`src/rtl/uc1611_rx.sv`:
```
// Receive-side model of the UC1611 write bus: decodes commands, tracks the
// page/column address with auto-increment and emits framebuffer write pulses.
module uc1611_rx #(
    parameter int COL_MAX    = 159,
    parameter int PAGE_MAX   = 143,
    parameter int RST_CYCLES = 16
) (
    input  logic       clk,
    input  logic       reset,
    input  logic [7:0] lcd_data,
    input  logic       lcd_write,
    input  logic       lcd_cd,
    input  logic       lcd_cs,
    output logic       fb_we,
    output logic [7:0] fb_page,
    output logic [7:0] fb_col,
    output logic [7:0] fb_data,
    output logic       disp_en,
    output logic [2:0] map,
    output logic [7:0] gain,
    output logic       busy,
    output logic       overrun
);

    // state     | meaning
    // S_IDLE    | decoding commands and data
    // S_OPERAND | 0x81 seen, next command byte is the gain operand
    // S_BUSY    | post-0xE2 wait, strobes dropped and flagged as overrun

    localparam int               CNT_W    = $clog2(RST_CYCLES + 2);
    localparam logic [7:0]       COL_LIM  = 8'(COL_MAX);
    localparam logic [7:0]       PAGE_LIM = 8'(PAGE_MAX);
    localparam logic [CNT_W-1:0] CNT_LOAD = CNT_W'(RST_CYCLES);
    localparam logic [CNT_W-1:0] CNT_ONE  = CNT_W'(1);

    typedef enum logic [1:0] {
        S_IDLE,
        S_OPERAND,
        S_BUSY
    } state_t;

    state_t           state_q, state_d;
    logic [7:0]       page_q, page_d;
    logic [7:0]       col_q, col_d;
    logic [2:0]       ac_q, ac_d;
    logic [2:0]       dc_q, dc_d;
    logic [2:0]       map_q, map_d;
    logic [7:0]       gain_q, gain_d;
    logic [CNT_W-1:0] cnt_q, cnt_d;
    logic             ovr_q, ovr_d;
    logic             we_q, we_d;
    logic [7:0]       fbp_q, fbp_d;
    logic [7:0]       fbc_q, fbc_d;
    logic [7:0]       fbd_q, fbd_d;

    logic             accept;
    logic             page_edge, col_edge;
    logic [7:0]       page_pri, page_sec, col_pri, col_sec;
    logic [7:0]       page_adv, col_adv;

    assign accept = lcd_write & lcd_cs;

    // Page steps in the AC[2] direction; *_edge marks running off the range,
    // which carries into the other counter when this one is primary.
    always_comb begin
        page_edge = 1'b0;
        page_pri  = page_q;
        page_sec  = page_q;
        if (!ac_q[2]) begin
            page_edge = (page_q >= PAGE_LIM);
            page_pri  = page_edge ? 8'd0 : page_q + 8'd1;
            page_sec  = page_edge ? (ac_q[0] ? 8'd0 : PAGE_LIM) : page_q + 8'd1;
        end else if (page_q == 8'd0) begin
            page_edge = 1'b1;
            page_pri  = PAGE_LIM;
            page_sec  = ac_q[0] ? PAGE_LIM : 8'd0;
        end else if (page_q > PAGE_LIM) begin
            page_edge = 1'b1;
            page_pri  = 8'd0;
            page_sec  = ac_q[0] ? 8'd0 : PAGE_LIM;
        end else begin
            page_pri  = page_q - 8'd1;
            page_sec  = page_q - 8'd1;
        end

        col_edge = (col_q >= COL_LIM);
        col_pri  = col_edge ? 8'd0 : col_q + 8'd1;
        col_sec  = col_edge ? (ac_q[0] ? 8'd0 : COL_LIM) : col_q + 8'd1;

        if (!ac_q[1]) begin
            col_adv  = col_pri;
            page_adv = col_edge ? page_sec : page_q;
        end else begin
            page_adv = page_pri;
            col_adv  = page_edge ? col_sec : col_q;
        end
    end

    always_comb begin
        state_d = state_q;
        page_d  = page_q;
        col_d   = col_q;
        ac_d    = ac_q;
        dc_d    = dc_q;
        map_d   = map_q;
        gain_d  = gain_q;
        cnt_d   = cnt_q;
        ovr_d   = ovr_q;
        we_d    = 1'b0;
        fbp_d   = fbp_q;
        fbc_d   = fbc_q;
        fbd_d   = fbd_q;

        case (state_q)
            S_BUSY: begin
                if (accept) ovr_d = 1'b1;
                if (cnt_q <= CNT_ONE) begin
                    cnt_d   = '0;
                    state_d = S_IDLE;
                end else begin
                    cnt_d = cnt_q - CNT_ONE;
                end
            end
            default: begin
                if (accept) begin
                    if (lcd_cd) begin
                        we_d    = 1'b1;
                        fbp_d   = page_q;
                        fbc_d   = col_q;
                        fbd_d   = lcd_data;
                        page_d  = page_adv;
                        col_d   = col_adv;
                        state_d = S_IDLE;
                    end else if (state_q == S_OPERAND) begin
                        gain_d  = lcd_data;
                        state_d = S_IDLE;
                    end else begin
                        casez (lcd_data)
                            8'b0000_????: col_d[3:0]  = lcd_data[3:0];
                            8'b0001_????: col_d[7:4]  = lcd_data[3:0];
                            8'b0110_????: page_d[3:0] = lcd_data[3:0];
                            8'b0111_0???: page_d[7:4] = {1'b0, lcd_data[2:0]};
                            8'b1000_1???: ac_d        = lcd_data[2:0];
                            8'b1010_1???: dc_d        = lcd_data[2:0];
                            8'b1100_0???: map_d       = lcd_data[2:0];
                            8'h81:        state_d     = S_OPERAND;
                            8'hE2: begin
                                page_d  = 8'd0;
                                col_d   = 8'd0;
                                ac_d    = 3'b001;
                                dc_d    = 3'b000;
                                map_d   = 3'b000;
                                gain_d  = 8'd0;
                                fbp_d   = 8'd0;
                                fbc_d   = 8'd0;
                                fbd_d   = 8'd0;
                                cnt_d   = CNT_LOAD;
                                state_d = S_BUSY;
                            end
                            default: ;
                        endcase
                    end
                end
            end
        endcase
    end

    always_ff @(posedge clk or negedge reset) begin
        if (!reset) begin
            state_q <= S_IDLE;
            page_q  <= 8'd0;
            col_q   <= 8'd0;
            ac_q    <= 3'b001;
            dc_q    <= 3'b000;
            map_q   <= 3'b000;
            gain_q  <= 8'd0;
            cnt_q   <= '0;
            ovr_q   <= 1'b0;
            we_q    <= 1'b0;
            fbp_q   <= 8'd0;
            fbc_q   <= 8'd0;
            fbd_q   <= 8'd0;
        end else begin
            state_q <= state_d;
            page_q  <= page_d;
            col_q   <= col_d;
            ac_q    <= ac_d;
            dc_q    <= dc_d;
            map_q   <= map_d;
            gain_q  <= gain_d;
            cnt_q   <= cnt_d;
            ovr_q   <= ovr_d;
            we_q    <= we_d;
            fbp_q   <= fbp_d;
            fbc_q   <= fbc_d;
            fbd_q   <= fbd_d;
        end
    end

    assign fb_we   = we_q;
    assign fb_page = fbp_q;
    assign fb_col  = fbc_q;
    assign fb_data = fbd_q;
    assign disp_en = &dc_q;
    assign map     = map_q;
    assign gain    = gain_q;
    assign busy    = (state_q == S_BUSY);
    assign overrun = ovr_q;

endmodule

```
`config.mk`:
```
export PLATFORM = sky130hd
export DESIGN_NAME = uc1611_rx
export DESIGN_NICKNAME = d
export VERILOG_FILES = /design/src/rtl/uc1611_rx.sv
export SDC_FILE = /design/constraint.sdc
export NUM_CORES = 1
export LEC_CHECK = 0
export ABC_AREA = 0
export CAP_MARGIN = 5
export CORE_ASPECT_RATIO = 0.6
export CORE_MARGIN = 8
export CORE_UTILIZATION = 25
export DETAILED_ROUTE_END_ITERATION = 8
export GPL_TIMING_DRIVEN = 0
export PLACE_DENSITY_LB_ADDON = 0.08
export SYNTH_ARGS = -nofsm -noshare
export SYNTH_HDL_FRONTEND = slang
export SYNTH_SLANG_ARGS = --single-unit
```
`constraint.sdc`:
```
create_clock -name clk -period 6.8 [get_ports clk]
set_clock_uncertainty 0.2 [all_clocks]
set_input_delay 2.04 -clock clk [delete_from_list [all_inputs] [get_ports clk]]
set_output_delay 2.04 -clock clk [all_outputs]
set_load 0.01 [all_outputs]
```
======== Word-level counts from Yosys, hierarchy flattened ========
Cells that the tools add are included.
operators by class
  add/subtract/negate cells ............... 4
  magnitude comparators ................... 4
  eq/ne operators ......................... 16
  multiplexer cells ....................... 52
  bitwise logic cells ..................... 4
  reductions and logical operators ........ 27
operators by type and width
  kind                 number
  $mux 8               27
  $reduce_and 5->1     7
  $pmux 4 s2           4
  $mux 5               6
  $pmux 3 s2           3
  $add 8x1->8 const B  2
  $eq 8x8->1 const B   2
  $ge 8x8->1 const B   2
  $eq 5x5->1 const B   3
  $reduce_bool 2->1    7
  $reduce_and 4->1     3
  $reduce_bool 3->1    4
  $mux 2               5
  $gt 8x8->1 const B   1
  $logic_not 8->1      1
  $sub 8x1->8 const B  1
  $mux 1               6
  $reduce_and 3->1     2
  $eq 5x4->1 const B   1
  $le 5x1->1 const B   1
  $reduce_bool 5->1    1
  $sub 5x1->5 const B  1
  $eq 4x1->1 const B   1
  $eq 4x3->1 const B   1
  other kinds (11)     15
storage, ports and cells
  flip-flop bits (word level) ............. 66
  input port bits ......................... 13
  output and inout bits ................... 39

======== Depth between registers and ports, before layout ========
  word-level depth ........................ 7
  mapped depth ............................ 9
  gate-level depth less buffers ........... 7

======== Least setup slack after synthesis ========
Ideal clock, no wire load.
  path kind ............................... input to register
  from .................................... input port lcd_data[0]
  to ...................................... register gain_q[0] (netlist: gain[0])
  library setup time ...................... 0.068 ns
  arrival time ............................ 3.429 ns
  path slack .............................. 3.103 ns
  stages .................................. 6
  buffers on the path ..................... 1
  cells stage by stage .................... clkbuf_1 > and4bb_2 > and2_1 > maj3_1 > nand3_1 > a22o_1
between the ends
  longest elaborated chain between the ends .. 3
ends and longest elaborated chain
  item                         line  source
  start: declaration           10    input logic [7:0] lcd_data,
  $eq 8x8->1                   138   casez (lcd_data)
  $reduce_bool 2->1 (no line)  -
  $reduce_and 4->1 (no line)   -
  end signal: assignment       190   gain_q <= gain_d;
  end: declaration             48    logic [7:0] gain_q, gain_d;
Parallel ways exist; a longest one is shown, timed or not.
A chain may end at the register's enable or synchronous reset.

======== Worst setup path after layout ========
  from .................................... input port lcd_cd
  to ...................................... register fbd_q[2] (netlist: fb_data[2])
between the ends
  longest elaborated chain between the ends .. 2
ends and longest elaborated chain
  item                                                       line  source
  start: declaration                                         12    input logic lcd_cd,
  $ne 2x2->1 (no line) or $reduce_bool 2->1 (tied branches)  -
  $reduce_and 4->1 (no line)                                 -
  end signal: assignment                                     182   fbd_q <= 8'd0;
  end signal: assignment                                     196   fbd_q <= fbd_d;
  end: declaration                                           54    logic [7:0] fbd_q, fbd_d;
Parallel ways exist; a longest one is shown, timed or not.

==> run summary <==
=====================================================================================================
H-tree lvl count .......................................................................            3
Number of vias per cell ................................................................        5.303
Kind of critical path ..................................................................       in2reg
Library cell used as clock root buffer ................................................. sky130_fd_sc_hd__clkbuf_16
Ant diodes .............................................................................            0
Number of buffers inserted to repair setup after CTS ...................................            0
Source of the worst register-to-register timing path ...................................    page_q[0]
Number of I/O pins .....................................................................           52
Final #Nets ............................................................................          474
Fraction of synthesis flops using an asynchronous set or reset pin .....................        1.000
Total core area ........................................................................  15,200 um^2
PD cells ............................................................................... 341.1 nW/um^2
Largest fanout of any net on the critical path .........................................           10
Max-slew headroom ......................................................................       0.3174
CTS sink cnt ...........................................................................           66
Stage delay of the slowest cell on the critical path ...................................       860 ps
Total length of routed wires ...........................................................    13,100 um
CTS buffer count .......................................................................            9
Vias in the first global route .........................................................        3,484
Pre-CTS worst setup slack ..............................................................      1889 ps
GRT Resource Usage Total ...............................................................       0.1374
Post-synthesis mux area share ..........................................................      0.02050
Number of synthesized flops with an enable pin .........................................            0
Most frequent cells in the layout ...................................................... sky130_fd_sc_hd__dfrtp_1, sky130_fd_sc_hd__clkdlybuf4s50_1, sky130_fd_sc_hd__a22o_1
Detailed placer's ending HPWL ..........................................................      9415 um
CTS-repair resized insts ...............................................................            0
Critical Path Slowest Stage Cell ....................................................... sky130_fd_sc_hd__nor3_1
Part of the Yosys area used for sequential elements ....................................       0.4299
Most instantiated flip-flop cell in the synthesis netlist .............................. sky130_fd_sc_hd__dfrtp_1
Global route overflow ..................................................................            0
Clock network latency to the later pin of the worst-skew pair ..........................       340 ps
Nature of the critical path startpoint .................................................   input port
Type of the worst min-delay path .......................................................      reg2reg
Most common cell after layout, fill and taps aside ..................................... sky130_fd_sc_hd__dfrtp_1
Required time of the critical path .....................................................      6870 ps
CP Data Arrival Time ...................................................................      4620 ps
Final weighted congestion in routability-driven placement ..............................       0.8426
Number of max-capacitance violations reported ..........................................            0
Core utilization of the finished layout ................................................       0.3230
Dominant combinational cell family by area after synthesis ............................. compound AO/OA/AOI/OAI gates
Count of state elements after synthesis ................................................           66
Cells traversed along the worst timing path ............................................ clkdlybuf4s50_1 -> buf_2 -> inv_1 -> nor3_1 -> clkbuf_1 -> a22o_1
Actual slew at the worst max-slew pin ..................................................      1016 ps
Area growth, synth to finish ...........................................................       27.66%
Worst path top cell family by delay .................................................... buffers and inverters
Maximum achievable frequency ...........................................................   0.2200 GHz
Number of buffer cells added on primary ports ..........................................           45
Number of buffer and inverter stages on the critical path ..............................            4
Post-Synthesis Net Count ...............................................................          416
Worst Hold Path Cells ..................................................................            1
Capturing point of the worst reg2reg path ..............................................     col_q[2]
Number of inserted filler cells in the final layout ....................................        1,543
First-pass GRT wire length .............................................................    21,260 um
Number of unique standard cell types used by synthesis .................................           72
Run status .............................................................................    completed
Final sum of negative setup slack ......................................................         0 ps
Largest net degree at the start of global routing ......................................           66
Hold buffers post-CTS ..................................................................            0
Least setup slack across all paths after layout ........................................      2254 ps
Start point of the worst hold path .....................................................      overrun
Clock Pin Slew Worst Setup and Hold Paths ..............................................        60 ps
Period utilisation layout ..............................................................       0.6686
TritonCTS clock tree ...................................................................        built
Post-Syn Area ..........................................................................    3845 um^2
Total number of cells along the worst setup path .......................................            6
Total DRC errors in the routed layout ..................................................            0
Fraction of layout cells with a size suffix above 1 ....................................       0.1043
Count of TritonRoute iterations in the first routing pass ..............................            5
Register-to-register setup slack .......................................................      4130 ps
Count of endpoints failing hold in the final timing report .............................            0
Number of violations reported at the end of detailed-routing iteration 0 ...............          241
Endpoint type of the worst setup path ..................................................    flip-flop
Unrepaired setup endpoints after global routing ........................................        false
Leakage component of the power .........................................................     2.021 nW
Floorplan die area .....................................................................  19,730 um^2
Simple logic cell fraction of the synthesized area .....................................       0.1848
Synthesis Warnings .....................................................................            0
Synth top area share ...................................................................       0.4230
Xor/xnor cell area share of the yosys netlist ..........................................     0.009112
Chip Height ............................................................................     112.1 um
Synth top area cells ................................................................... sky130_fd_sc_hd__dfrtp_1, sky130_fd_sc_hd__a22o_1, sky130_fd_sc_hd__nand2_1
Setup violation total in the final timing report .......................................            0
Number of core rows ....................................................................           35
Post-layout min period .................................................................      4546 ps
Number of antenna violations at the first check in global routing ......................            0
Final-report max-slew violation count ..................................................            0
Via total after detailed routing .......................................................        3,516
Endpoint with the worst hold slack .....................................................      overrun
Starting Density .......................................................................       0.2530
Mapped Avg Cell Area ...................................................................   9.685 um^2
Detailed-route wire length per cell ....................................................     19.76 um
Library cell occupying the most area in the post-synthesis netlist ..................... sky130_fd_sc_hd__dfrtp_1
Post-synthesis cell count ..............................................................          397
Post-synthesis share of cell area spent on full adders, half adders and majority gates .      0.02473
Depth of the worst register-to-register path ...........................................            7
Die outline width ......................................................................     176.1 um
Synth Area in Compound Gates ...........................................................       0.2773
Count of nets left with antenna violations after detail routing ........................            0
Worst voltage drop across the vdd grid .................................................    0.1282 mV
Number of buffers on the longest clock path ............................................            2
=====================================================================================================
worst register-to-register path, delay by kind of cell, from the launching register on:
kind / cells / cell delay [ps]
adders and majority gates: 1 / 340
buffers and inverters: 2 / 460
DFF: 1 / 380
AOI/OAI and AO/OA: 4 / 1200
per-layer routing:
metal / wire length [um] / vias to the layer above / track usage
li1: - / 1634 / -
met1: 7225 / 1745 / 0.2225
met2: 4841 / 129 / 0.1674
met3: 950 / 8 / 0.04090
met4: 81 / 0 / 0.02700
met5: 0 / - / 0
worst max path at each step:
stage | from | to | slack (ps)
detailed placement | lcd_cd | fb_col[0] | 1890
finish | lcd_cd | fb_data[2] | 2250
CTS | lcd_cd | fb_page[0] | 2260
global route | lcd_cd | fb_data[6] | 2100
global placement | reset | fb_page[2] | 1020
floorplan | lcd_data[0] | gain[0] | 3100
stage by stage:
step	hold slack, ps	instances	instance area [um^2]	total power [mW]
CTS	261.6	663	4908	1.688
detailed placement	247.9	647	4581	1.152
floorplan	272.2	397	3845	0.9125
finish	252.4	663	4908	1.674
global route	282.6	663	4908	1.786
global placement	237.0	645	4549	1.152
cell usage after synthesis (3+ instances only):
cell type                  instances
sky130_fd_sc_hd__nor4_1            6
sky130_fd_sc_hd__a31oi_1           5
sky130_fd_sc_hd__nand3_1          11
sky130_fd_sc_hd__buf_2             4
sky130_fd_sc_hd__nand2b_1          3
sky130_fd_sc_hd__nor2b_1           7
sky130_fd_sc_hd__o211ai_1          8
sky130_fd_sc_hd__o31ai_1           8
sky130_fd_sc_hd__and2_1            4
sky130_fd_sc_hd__nor2_1           21
sky130_fd_sc_hd__and4_1            3
sky130_fd_sc_hd__or3_1             3
sky130_fd_sc_hd__a21oi_1          16
sky130_fd_sc_hd__nor3_1            8
sky130_fd_sc_hd__and4b_1           3
sky130_fd_sc_hd__o21ai_0          19
sky130_fd_sc_hd__mux2_2            7
sky130_fd_sc_hd__inv_1            15
sky130_fd_sc_hd__o21ai_1           3
sky130_fd_sc_hd__a41oi_1           3
sky130_fd_sc_hd__nand2_1          26
sky130_fd_sc_hd__a22o_1           39
sky130_fd_sc_hd__o21a_1            4
sky130_fd_sc_hd__a211oi_1          5
sky130_fd_sc_hd__and3_1            8
sky130_fd_sc_hd__buf_6             4
sky130_fd_sc_hd__nor3b_1           3
sky130_fd_sc_hd__dfrtp_1          65
sky130_fd_sc_hd__ha_1              6
sky130_fd_sc_hd__nand4_1           9
sky130_fd_sc_hd__clkbuf_1         18
sky130_fd_sc_hd__o31a_1            3
layout make-up:
cell class	count	area [um^2]	area share
Sequential cell	66	1653	0.3367
Clock buffer	10	239.0	0.04869
Timing Repair Buffer	47	480.5	0.09788
Inverter	16	62.56	0.01275
Tap cell	203	254.0	0.05175
Buffer	28	143.9	0.02931
Clock inverter	6	88.84	0.01810
Multi-Input combinational cell	287	1987	0.4048
report_power, final:
part	switching (mW)	internal [mW]
Clock	0.191	0.332
Sequential	0.0950	0.493
Combinational	0.309	0.256
Total	0.594	1.08
sequential cells by signal (all words and copies together) (netlist names), 5 cells and up:
| signal | flops |
|---|---|
| cnt_q | 5 |
| col_q | 8 |
| fb_col | 8 |
| fb_data | 8 |
| fb_page | 8 |
| gain | 8 |
| page_q | 8 |
cells by family (layout without fill, tap and decap cells):
logic type               after synthesis  in the layout
buffers and inverters                 44            107
AND/OR/NAND/NOR                      127            127
AO/OA/AOI/OAI                        141            141
XOR/XNOR                               4              4
multiplexers                           7              7
adder cells (fa/ha/maj)                8              8
flip-flops                            66             66
No activity file was read; power rests on OpenSTA's default activity.
